$ cat config.mk
export PLATFORM = sky130hd
export DESIGN_NAME = mem_arbiter
export DESIGN_NICKNAME = d
export VERILOG_FILES = /design/src/rtl/mem_arbiter.sv
export SDC_FILE = /design/constraint.sdc
export NUM_CORES = 1
export LEC_CHECK = 0
export BUFFER_PORTS_ARGS = -buffer_cell sky130_fd_sc_hd__buf_4
export CAP_MARGIN = 30
export CORE_AREA = 2 2 71 73
export CTS_CLUSTER_DIAMETER = 40
export DETAILED_ROUTE_END_ITERATION = 12
export DIE_AREA = 0 0 73 75
export MAX_ROUTING_LAYER = met4
export PLACE_DENSITY = 0.69
export SLEW_MARGIN = 20
export SYNTH_ARGS = -nofsm -noshare
export SYNTH_HDL_FRONTEND = slang
export SYNTH_SLANG_ARGS = --single-unit
$ cat constraint.sdc
create_clock -name clock -period 2.6 [get_ports clock]
set_input_delay 0.26 -clock clock [delete_from_list [all_inputs] [get_ports clock]]
set_output_delay 0.26 -clock clock [all_outputs]
set_load 0.1 [all_outputs]
$ cat src/rtl/mem_arbiter.sv
// rtl/mem_arbiter.sv - two-requester round-robin memory arbiter with bounded bursts
module mem_arbiter #(
    parameter int width      = 32,
    parameter int addr_width = 2,
    parameter int max_burst  = 4
) (
    input  logic                  clock,
    input  logic                  reset,
    input  logic                  req0,
    input  logic                  req1,
    input  logic                  we0,
    input  logic                  we1,
    input  logic [addr_width-1:0] addr0,
    input  logic [addr_width-1:0] addr1,
    input  logic [width-1:0]      wdata0,
    input  logic [width-1:0]      wdata1,
    output logic                  gnt0,
    output logic                  gnt1,
    output logic                  rvalid0,
    output logic                  rvalid1,
    output logic [width-1:0]      rdata,
    output logic                  mem_W_en,
    output logic                  mem_R_en,
    output logic [addr_width-1:0] mem_W_addr,
    output logic [addr_width-1:0] mem_R_addr,
    output logic [width-1:0]      mem_W_data,
    input  logic [width-1:0]      mem_R_data
);

    localparam int cw = $clog2(max_burst + 1);
    localparam logic [cw-1:0] count_max = cw'(max_burst);

    logic          last_q, last_d;
    logic          prev_gnt_q, prev_gnt_d;
    logic [cw-1:0] count_q, count_d;
    logic          rvalid0_q, rvalid1_q;

    logic                  win_valid;
    logic                  win;
    logic                  req_p, req_q;
    logic                  we_w;
    logic [addr_width-1:0] addr_w;
    logic [width-1:0]      wdata_w;

    // Winner selection: continue an unexhausted burst, else favour the other side.
    always_comb begin
        win_valid = 1'b0;
        win       = 1'b0;
        req_p     = last_q ? req1 : req0;
        req_q     = last_q ? req0 : req1;
        if (!reset) begin
            if (req_p && prev_gnt_q && (count_q < count_max)) begin
                win_valid = 1'b1;
                win       = last_q;
            end else if (req_q) begin
                win_valid = 1'b1;
                win       = ~last_q;
            end else if (req_p) begin
                win_valid = 1'b1;
                win       = last_q;
            end
        end
    end

    assign we_w    = win ? we1 : we0;
    assign addr_w  = win ? addr1 : addr0;
    assign wdata_w = win ? wdata1 : wdata0;

    assign gnt0       = win_valid & ~win;
    assign gnt1       = win_valid & win;
    assign mem_W_en   = win_valid & we_w;
    assign mem_R_en   = win_valid & ~we_w;
    assign mem_W_addr = win_valid ? addr_w : '0;
    assign mem_R_addr = win_valid ? addr_w : '0;
    assign mem_W_data = win_valid ? wdata_w : '0;

    // A read strobe pending when reset rises is suppressed in that same cycle.
    assign rvalid0 = rvalid0_q & ~reset;
    assign rvalid1 = rvalid1_q & ~reset;
    assign rdata   = mem_R_data;

    // Next-state for the burst tracking; count saturates rather than wrapping.
    always_comb begin
        last_d     = last_q;
        prev_gnt_d = 1'b0;
        count_d    = count_q;
        if (win_valid) begin
            last_d     = win;
            prev_gnt_d = 1'b1;
            if ((win == last_q) && prev_gnt_q) begin
                count_d = (count_q == count_max) ? count_q : count_q + cw'(1);
            end else begin
                count_d = cw'(1);
            end
        end
    end

    // State registers and registered read-valid strobes.
    always_ff @(posedge clock) begin
        if (reset) begin
            last_q     <= 1'b1;
            prev_gnt_q <= 1'b0;
            count_q    <= '0;
            rvalid0_q  <= 1'b0;
            rvalid1_q  <= 1'b0;
        end else begin
            last_q     <= last_d;
            prev_gnt_q <= prev_gnt_d;
            count_q    <= count_d;
            rvalid0_q  <= gnt0 & ~we0;
            rvalid1_q  <= gnt1 & ~we1;
        end
    end

endmodule
==> impl_metrics.toml <==
[power]
p_per_area_nw_per_um2 = 495
leakage_uw = 0.000925
seq_power_share_pct = 13.8
ir_drop_uv = 300
clkPwrFrac_pct = 16.9
total_power_uw = 880
power_switching_share_pct = 54.9
p_int_uw = 396
switchingPower_uw = 483
combPwrFrac_pct = 69.3

[logic_synthesis]
syn-cell-area_um2 = 1100
synth_edf_count = 0
yosys.area.top_type = "a22o_1"
ys_seq_elements = 7
synth_nets = 238
synthTopCellsByArea = "a22o_1, buf_4, dfxtp_1, buf_6, nand2_1"
synth_ff_type = "dfxtp_1"
yosysTopAreaCellShare_pct = 27.1
synthCells = 130
yosysSeqAreaShare_pct = 12.8
syn_avg_cell_area_um2 = 8.45
synth_cell_types = 31
async_flop_share_pct = 0
yosys_warnings = 0

[cts]
cts.clk_slew.worst_paths_ns = 0.04
cts_post_setup_buffers_inserted = 0
cts_resized = 0
clock-sinks = 7
cts_made_buffers = 3
root_buffer = "clkbuf_8"
cts_hold_buf = 0
insertion_delay_ns = 0.22
clockBufferDepth = 2
htree_levels = 1
cts_tree = "done"

[route]
routed_wl_um = 3890
postRouteAntennaNets = 0
drtPass1Iterations = 4
initialDrtViolationCount = 46
detailroute.via_count = 1256
wl_per_cell_um = 14.8
drc = 0
vias_per_cell = 4.78

[global_route]
first_global_vias = 1183
grt_first_pass_wirelength_um = 5440
grt-ovfl-total = 0
antenna_found_initial = 0
grt_max_degree = 36
gr-usage-all-layers_pct = 12.9

[layout]
drive_gt1_share_pct = 61.7
final_cell_area_um2 = 1780
nets = 318
stdcell_count = 263
diodes = 0
area_delta_synth_final_pct = 61.8
fillers = 496

[placement]
dp.cells = 259
gp_congestion = 0.783
port_buffers = 115
post-dp-hpwl_um = 3260
placed_cell_area_um2 = 1730

[setup_path]
critPathMaxFanout = 35
worst-endpoint-arrival_ns = 2.10
crit_path_end_kind = "output pin"
required_ns = 2.34
start_kind = "flop"
critical_path_class = "flop to output pin"

[hold_path]
min_path_type = "input port to flop"

[floorplanning]
start_util_pct = 23.6
design.die.area_um2 = 5480
die_width_um = 73
io_pins = 180
die_y_um = 75
core_area_um2 = 4660
rows = 25

[outcome]
status = "finished clean"

[flow_run]
drv_cap = 0

[sta]
max_freq_mhz = 424
fin_skew_ns = 0.00231
worst_pin_slew_ns = 0.363
slew_violations = 0
holdWs_ns = 0.215
hold_violations = 0
period_needed_ns = 2.36
grt_setup_unrepaired = "false"
finalSetupViolCount = 0
relSlewSlack_pct = 75.7
finalCritPeriodShare_pct = 90.7
fin_tns_setup_ns = 0
## kinds of logic (layout without fill, tap and decap cells)
group,count (synthesis),in the layout,synth area share [%]
flip-flops,7,7,12.8
AO/OA/AOI/OAI,46,46,37.2
AND/OR/NAND/NOR,26,26,15.4
adder cells (fa/ha/maj),2,2,2.28
buffers and inverters,49,128,32.3
## layer usage
layer / wire length, um / global-route usage [%] / up-vias
met4: 59 / 4.53 / 0
met5: 0 / - / -
met3: 413 / 2.95 / 10
met2: 2070 / 23.3 / 73
li1: - / - / 607
met1: 1360 / 13.9 / 566
## stage by stage
step                      utilization, %  setup slack (ns)
after floorplan                        -            0.0157
after global placement              37.2             0.518
after detailed placement            37.2             0.458
after CTS                           38.1             0.217
after global routing                38.1             0.120
final                               38.1             0.241
## worst max-delay path, cell delays in order (launching register included)
cell and delay [ns]:
dfxtp_1 0.45, nand2b_4 0.10, nand2b_4 0.15, a311oi_4 0.27
buf_4 0.38, a22o_2 0.23, buf_4 0.29
## final timing paths
| kind | start | endpoint | slack (ns) | cells past startpoint |
|---|---|---|---|---|
| setup / recovery | prev_gnt_q$_SDFF_PP0_ | mem_R_addr[0] | 0.24 | 6 |
| hold / removal | we1 | rvalid1_q$_SDFF_PP0_ | 0.21 | 2 |
| setup reg to reg | last_q$_SDFFE_PP1P_ | rvalid1_q$_SDFF_PP0_ | 1.14 | 4 |
| hold reg to reg | count_q[1]$_SDFFE_PP0P_ | count_q[1]$_SDFFE_PP0P_ | 0.51 | 2 |
## flip-flops by register name (all words and copies together), names as in the netlist
| name | count |
|---|---|
| count_q | 3 |
| last_q | 1 |
| prev_gnt_q | 1 |
| rvalid0_q | 1 |
| rvalid1_q | 1 |
## power groups by stage
stage               registers, uW  clock network (uW)  logic [uW]
floorplan                     119                   0         681
global placement              122                   0         610
detailed placement            123                   0         613
CTS                           121                 154         613
global route                  122                 160         633
finish                        121                 149         610
## layout by cell type, fill, tap and decap left out, types with 2 or more instances in the layout
| cell | synthesis | layout |
|---|---|---|
| nor4b_1 | 2 | 2 |
| nor2_1 | 2 | 2 |
| a22o_2 | 0 | 2 |
| inv_1 | 6 | 6 |
| nand3_1 | 2 | 2 |
| dfxtp_1 | 7 | 7 |
| nor2b_1 | 3 | 3 |
| a22o_1 | 34 | 32 |
| buf_4 | 37 | 118 |
| nand2_1 | 8 | 8 |
| o21ai_0 | 2 | 2 |
| clkbuf_8 | 0 | 3 |
| nand2b_4 | 2 | 2 |
| ha_1 | 2 | 2 |
## final cells by class
cell class	count	area, um2	area share, %
Tap cell	54	67.6	3.80
Inverter	6	22.5	1.27
Clock buffer	4	45.0	2.53
Multi-Input combinational cell	74	617	34.7
Sequential cell	7	140	7.88
Timing Repair Buffer	118	886	49.8
## Yosys cell counts (2+ instances only)
master,instances
nand2b_4,2
nor2_1,2
buf_4,37
a22o_1,34
o21ai_0,2
nand2_1,8
buf_2,2
dfxtp_1,7
inv_1,6
nor4b_1,2
nor2b_1,3
nand3_1,2
ha_1,2
buf_6,4
Power figures use the tool's default switching activity.
